**src/rtl/mips_pkg.sv**
```systemverilog
// -----------------------------------------------------------------------------
// mips_pkg
// Shared definitions for the MIPS_REG register-file reader path.
//   ADDR_W / DATA_W : register address and data widths
//   dump_state_t    : reg_dump_reader FSM states
//   beat_sel_t      : which captured word the output mux presents
//   beat_t          : one output beat {addr, data, last}
// Optional build macro: REG_DUMP_CHECKSUM_EN adds the SUM state / selector.
// -----------------------------------------------------------------------------
package mips_pkg;

  localparam int ADDR_W = 5;
  localparam int DATA_W = 32;

  typedef enum logic [2:0] {
    ST_IDLE,
    ST_READ,
    ST_EMIT_A,
    ST_EMIT_B,
    ST_DONE
`ifdef REG_DUMP_CHECKSUM_EN
    , ST_SUM
`endif
  } dump_state_t;

  typedef enum logic [1:0] {
    SEL_NONE,
    SEL_A,
    SEL_B
`ifdef REG_DUMP_CHECKSUM_EN
    , SEL_SUM
`endif
  } beat_sel_t;

  typedef struct packed {
    logic [ADDR_W-1:0] addr;
    logic [DATA_W-1:0] data;
    logic              last;
  } beat_t;

endpackage

```
**src/rtl/dump_beat_reg.sv**
```systemverilog
// -----------------------------------------------------------------------------
// dump_beat_reg
// Two-entry capture buffer for one register pair plus the output beat mux.
// The buffers only change on capture, which the FSM issues solely in READ, so
// a presented beat stays stable for as long as the consumer stalls.
// Ports:
//   clk, reset       : clock, synchronous active-high reset
//   capture          : load data_a/data_b into the pair buffers
//   sel              : which word to present (none / A / B / checksum)
//   pair             : current pair index; beat address is {pair, sel==B}
//   last             : last flag to attach to the presented beat
//   data_a, data_b   : register file read data (combinational ports)
//   clear_sum        : (REG_DUMP_CHECKSUM_EN only) clear the XOR accumulator
//   beat             : presented {addr, data, last}; all zero when sel==NONE
// Optional build macro: REG_DUMP_CHECKSUM_EN.
// -----------------------------------------------------------------------------
module dump_beat_reg
  import mips_pkg::*;
(
  input  logic              clk,
  input  logic              reset,
  input  logic              capture,
  input  beat_sel_t         sel,
  input  logic [ADDR_W-2:0] pair,
  input  logic              last,
  input  logic [DATA_W-1:0] data_a,
  input  logic [DATA_W-1:0] data_b,
`ifdef REG_DUMP_CHECKSUM_EN
  input  logic              clear_sum,
`endif
  output beat_t             beat
);

  logic [DATA_W-1:0] buf_a;
  logic [DATA_W-1:0] buf_b;

  // NOTE: state is written with non-blocking assignments so every register
  // samples the pre-edge values, independent of block ordering.
  // NOTE: these two words are reset even though they are storage: only two
  // entries, and it keeps the idle output deterministic from power-up.
  always_ff @(posedge clk) begin
    if (reset) begin
      buf_a <= '0;
      buf_b <= '0;
    end else if (capture) begin
      buf_a <= data_a;
      buf_b <= data_b;
    end
  end

`ifdef REG_DUMP_CHECKSUM_EN
  logic [DATA_W-1:0] sum_q;

  // Folds the same snapshot that lands in the buffers, so the checksum
  // always agrees with the data actually emitted.
  always_ff @(posedge clk) begin
    if (reset || clear_sum) begin
      sum_q <= '0;
    end else if (capture) begin
      sum_q <= sum_q ^ data_a ^ data_b;
    end
  end
`endif

  // NOTE: every output gets a default first, so no path through the case
  // can leave a bit unassigned and infer a latch.
  always_comb begin
    beat = '0;
    unique case (sel)
      SEL_A: begin
        beat.addr = {pair, 1'b0};
        beat.data = buf_a;
        beat.last = last;
      end
      SEL_B: begin
        beat.addr = {pair, 1'b1};
        beat.data = buf_b;
        beat.last = last;
      end
`ifdef REG_DUMP_CHECKSUM_EN
      SEL_SUM: begin
        beat.data = sum_q;
        beat.last = last;
      end
`endif
      default: beat = '0;
    endcase
  end

endmodule

```
**src/rtl/reg_dump_reader.sv**
```systemverilog
// -----------------------------------------------------------------------------
// reg_dump_reader
// Read-side master for the MIPS_REG register file. On Start it sweeps all
// registers two at a time through the asynchronous read ports and streams
// each (address, data) pair out on a valid/ready interface.
// Widths come from mips_pkg (ADDR_W = 5, DATA_W = 32).
// Ports:
//   Clk, Reset           : clock, synchronous active-high reset
//   Start                : one-cycle dump request, honoured only in IDLE
//   Busy                 : high while a dump is in flight
//   Done                 : one-cycle pulse after the final beat handshake
//   R_Addr_A / R_Addr_B  : even / odd register of the current pair
//   R_Data_A / R_Data_B  : combinational read data for those addresses
//   Dump_Valid/Ready     : output beat handshake
//   Dump_Addr/Data/Last  : output beat contents
// Optional build macro: REG_DUMP_CHECKSUM_EN appends an XOR checksum beat
// (addr 0, Last=1) after register NUM_REGS-1.
// -----------------------------------------------------------------------------
module reg_dump_reader
  import mips_pkg::*;
#(
  parameter int NUM_REGS = 32  // even, <= 2**ADDR_W
) (
  input  logic              Clk,
  input  logic              Reset,
  input  logic              Start,
  output logic              Busy,
  output logic              Done,
  output logic [ADDR_W-1:0] R_Addr_A,
  output logic [ADDR_W-1:0] R_Addr_B,
  input  logic [DATA_W-1:0] R_Data_A,
  input  logic [DATA_W-1:0] R_Data_B,
  output logic              Dump_Valid,
  input  logic              Dump_Ready,
  output logic [ADDR_W-1:0] Dump_Addr,
  output logic [DATA_W-1:0] Dump_Data,
  output logic              Dump_Last
);

  localparam int                PAIR_W    = ADDR_W - 1;
  localparam logic [PAIR_W-1:0] LAST_PAIR = PAIR_W'(NUM_REGS / 2 - 1);

  dump_state_t       state_q, state_d;
  logic [PAIR_W-1:0] pair_q, pair_d;
  logic              capture;
  logic              beat_last;
  beat_sel_t         sel;
  beat_t             beat;

  always_ff @(posedge Clk) begin
    if (Reset) begin
      state_q <= ST_IDLE;
      pair_q  <= '0;
    end else begin
      state_q <= state_d;
      pair_q  <= pair_d;
    end
  end

  always_comb begin
    state_d    = state_q;
    pair_d     = pair_q;
    capture    = 1'b0;
    sel        = SEL_NONE;
    beat_last  = 1'b0;
    Busy       = 1'b0;
    Done       = 1'b0;
    Dump_Valid = 1'b0;
    unique case (state_q)
      ST_IDLE: begin
        if (Start) begin
          pair_d  = '0;
          state_d = ST_READ;
        end
      end
      ST_READ: begin
        Busy    = 1'b1;
        capture = 1'b1;
        state_d = ST_EMIT_A;
      end
      ST_EMIT_A: begin
        Busy       = 1'b1;
        Dump_Valid = 1'b1;
        sel        = SEL_A;
        if (Dump_Ready) state_d = ST_EMIT_B;
      end
      ST_EMIT_B: begin
        Busy       = 1'b1;
        Dump_Valid = 1'b1;
        sel        = SEL_B;
`ifndef REG_DUMP_CHECKSUM_EN
        beat_last  = (pair_q == LAST_PAIR);
`endif
        if (Dump_Ready) begin
          if (pair_q == LAST_PAIR) begin
`ifdef REG_DUMP_CHECKSUM_EN
            state_d = ST_SUM;
`else
            state_d = ST_DONE;
`endif
          end else begin
            pair_d  = pair_q + 1'b1;
            state_d = ST_READ;
          end
        end
      end
`ifdef REG_DUMP_CHECKSUM_EN
      ST_SUM: begin
        Busy       = 1'b1;
        Dump_Valid = 1'b1;
        sel        = SEL_SUM;
        beat_last  = 1'b1;
        if (Dump_Ready) state_d = ST_DONE;
      end
`endif
      ST_DONE: begin
        Done    = 1'b1;
        state_d = ST_IDLE;
      end
      default: state_d = ST_IDLE;
    endcase
  end

  assign R_Addr_A = {pair_q, 1'b0};
  assign R_Addr_B = {pair_q, 1'b1};

  dump_beat_reg u_beat (
    .clk       (Clk),
    .reset     (Reset),
    .capture   (capture),
    .sel       (sel),
    .pair      (pair_q),
    .last      (beat_last),
    .data_a    (R_Data_A),
    .data_b    (R_Data_B),
`ifdef REG_DUMP_CHECKSUM_EN
    .clear_sum (state_q == ST_IDLE && Start),
`endif
    .beat      (beat)
  );

  assign Dump_Addr = beat.addr;
  assign Dump_Data = beat.data;
  assign Dump_Last = beat.last;

endmodule

```
**config.mk**
```make
export PLATFORM = sky130hd
export DESIGN_NAME = reg_dump_reader
export DESIGN_NICKNAME = d
export VERILOG_FILES = /design/src/rtl/mips_pkg.sv /design/src/rtl/dump_beat_reg.sv /design/src/rtl/reg_dump_reader.sv
export SDC_FILE = /design/constraint.sdc
export NUM_CORES = 1
export LEC_CHECK = 0
export CORE_MARGIN = 1
export CORE_UTILIZATION = 30
export CTS_CLUSTER_DIAMETER = 100
export DETAILED_ROUTE_END_ITERATION = 12
export PLACE_DENSITY_LB_ADDON = 0.12
export SLEW_MARGIN = 25
export SYNTH_ARGS = -nofsm -noshare
export SYNTH_HDL_FRONTEND = slang
export SYNTH_SLANG_ARGS = --single-unit
```
**constraint.sdc**
```tcl
create_clock -name Clk -period 1.2 [get_ports Clk]
set_input_delay 0.24 -clock Clk [delete_from_list [all_inputs] [get_ports Clk]]
set_output_delay 0.24 -clock Clk [all_outputs]
set_load 0.05 [all_outputs]
```
==> results.ini <==
[power]
internal-power_w=0.00524
peakVddDrop_v=0.000567
p_seq_share_pct=36.1
combPwrFrac_pct=32.3
clockPowerShare_pct=31.6
swShare_pct=29.3
power_density_nw_per_um2=1110
power.switching_w=0.00217
leakage_nw=2.32

[clocking]
cts_tree=yes
clkSlewWorstSetupHoldPaths_ns=0.07
cts_buffer_depth=2
clk_latency_ns=0.35
h-tree-depth=3
cts_made_buffers=9
ctsRootBufferMaster=clkbuf_8
cts.sinks=71

[route]
drt_iter0_drc=102
drt_first_pass_iters=4
vias=3329
drc=0
avgViaCountPerCell=4.76
wirelength_mm=11.2
ant_nets=0
routedWlPerCell_microns=16.0

[global_routing]
grt_first_pass_wirelength_mm=17.1
antenna_found_initial=0
grt_max_degree=47
grtUsageTotal_pct=19.5
overflow=0
grt_pass1_vias=3434

[job]
cap_viol_max_count=0

[sta]
setup_viol=120
fin_worst_skew_ns=0.00618
hold_violations=0
fin_setup_tns_ns=-53.49
slew_violations=0
finalCriticalPeriod_ns=1.73
setup_ws_ns=-0.532
rsz0062_at_grt=yes
min_period_over_period_pct=144
max_freq_mhz=577

[final_layout]
fin_nets=628
register_area_sq_um=1450
drive_gt1_share_pct=41.7
fillers=845
multi_input_area_sq_um=2290
diodes=0
area_growth_pct=107

[worst_setup_path]
reg2regPathDepth=8
worst-r2r-setup-slack_ns=-0.53
crit_fanout=5
critPathArrivalTime_ns=1.96
start_kind=flip-flop
worstReg2RegStart=state_q[0]
worstSetupPathType=flip-flop to flip-flop
reg2reg_to=u_beat.buf_a[3]
end_kind=flip-flop
required_ns=1.43

[logic_synthesis]
syn_area_per_cell_sq_um=7.91
ys.flop_type=dfxtp_1
yosys_warnings=0
synth_common_cells=nand2_1, dfxtp_1, a21oi_1
yosysUniqueCellTypes=30
netlist_top_cells_area=dfxtp_1, nand2_1, mux2i_1
synth_top_cell_area_share_pct=43.8
ys_seq_area_share_pct=43.8
synth-edff-count=0
synth_top_area_cell=dfxtp_1
synth_cells=410
synth_fp_nets=479
netlist_area_sq_um=3240
synthArstFlopShare_pct=0
synth_seq_cells=71
synth.most_common_cell=nand2_1

[place]
place_ws_ns=-0.396
dp.final_hpwl_mm=6.25
port_buffers=116
gp_congestion=0.789

[die]
dieWidth_microns=106
num_rows=37
coreArea_sq_um=10400
die_area_sq_um=11200
die_h_microns=106
start_util_pct=31.1
io_pins=119

[worst_hold_path]
min_from=Reset
hold_path_class=primary input to flip-flop
min_path_cells=2
min_to=state_q[2]

[run_status]
status=finished, violations left
violations=negative setup slack

sequential cells by signal (all words and copies together) (netlist names):
name / cells
u_beat.buf_a: 32
pair_q: 4
u_beat.buf_b: 32
state_q: 3
metrics by stage:
step	power, W	util, %	hold slack, ns	cell area [sq um]	instances
2_1_floorplan	0.00371	-	0.376	3650	410
3_3_place_gp	0.00420	50.8	0.442	5290	651
3_5_place_dp	0.00422	50.8	0.448	5290	651
4_1_cts	0.00714	60.5	0.260	6300	688
5_1_grt	0.00771	64.4	0.289	6700	699
6_report	0.00742	64.4	0.273	6700	699
cell usage in the layout, fill, tap and decap left out, drive strengths merged:
cell type      count
buf              105
nand3              3
clkbuf            14
ha                 1
nand2            128
nor3b              1
nand3b             1
conb               2
or3                3
clkdlybuf4s50     66
nand2b             3
and2               6
dfxtp             71
bufinv             3
clkinv             1
nor2              35
a2111oi            1
a311o              1
a31oi              5
and3               1
bufbuf             1
a21oi             65
nor4               1
a211oi             1
a22oi              1
inv                2
nor4b              1
xor2               1
clkinvlp           1
or3b               3
and3b              1
mux2i             34
power groups by stage:
stage | Clock, W | Sequential [W] | Combinational (W)
2_1_floorplan | 0 | 0.00263 | 0.00108
6_report | 0.00235 | 0.00268 | 0.00240
5_1_grt | 0.00249 | 0.00269 | 0.00253
4_1_cts | 0.00236 | 0.00265 | 0.00212
3_3_place_gp | 0 | 0.00265 | 0.00154
3_5_place_dp | 0 | 0.00266 | 0.00156
kinds of logic after synthesis:
logic type	count (synthesis)	synth area share [%]
AND/OR/NAND/NOR	186	23.6
AO/OA/AOI/OAI	74	12.0
flip-flops	71	43.8
buffers and inverters	41	9.22
multiplexers	34	10.5
other	2	0.231
adder cells (fa/ha/maj)	1	0.386
XOR/XNOR	1	0.270
area by class of cell:
cell class	count	area share [%]
timing repair buffer	176	37.8
inverter	2	0.187
clock buffer	10	2.05
tap	136	2.54
multi-input combinational	299	34.2
clock inverter	5	1.59
sequential	71	21.6
per-layer routing:
layer / wire, microns / up-vias / global-route usage [%]
met3: 614 / 12 / 4.60
met2: 5740 / 95 / 35.3
li1: - / 1649 / -
met4: 147 / 0 / 5.36
met5: 0 / - / 0
met1: 4720 / 1573 / 22.8
worst max-delay path, stage by stage (launching register included):
cell and delay [ns]:
dfxtp_4 0.37, buf_12 0.12, buf_4 0.11, buf_4 0.11, or3b_4 0.46, buf_12 0.17, clkbuf_16 0.15, nand2_1 0.05
a21oi_1 0.06
worst max-delay path by stage:
stage	from	end	slack (ns)	cells after the start
floorplan	state_q[2]	Dump_Data[0]	-0.17	5
finish	state_q[0]	u_beat.buf_a[3]	-0.53	8
global placement	Start	pair_q[3]	-0.35	5
global route	state_q[0]	Dump_Data[4]	-0.59	5
detailed placement	Start	pair_q[3]	-0.40	5
CTS	state_q[0]	Dump_Data[11]	-0.54	4
repair_timing:
action | CTS | global route
gates resized for setup | 94 | 47
buffers inserted | 12 | 9
setup endpoints to repair | 120 | 120
pin swaps | 10 | 22
hold buffers | 0 | 0
gates cloned | 10 | 4
(Power assumes the default switching activity.)
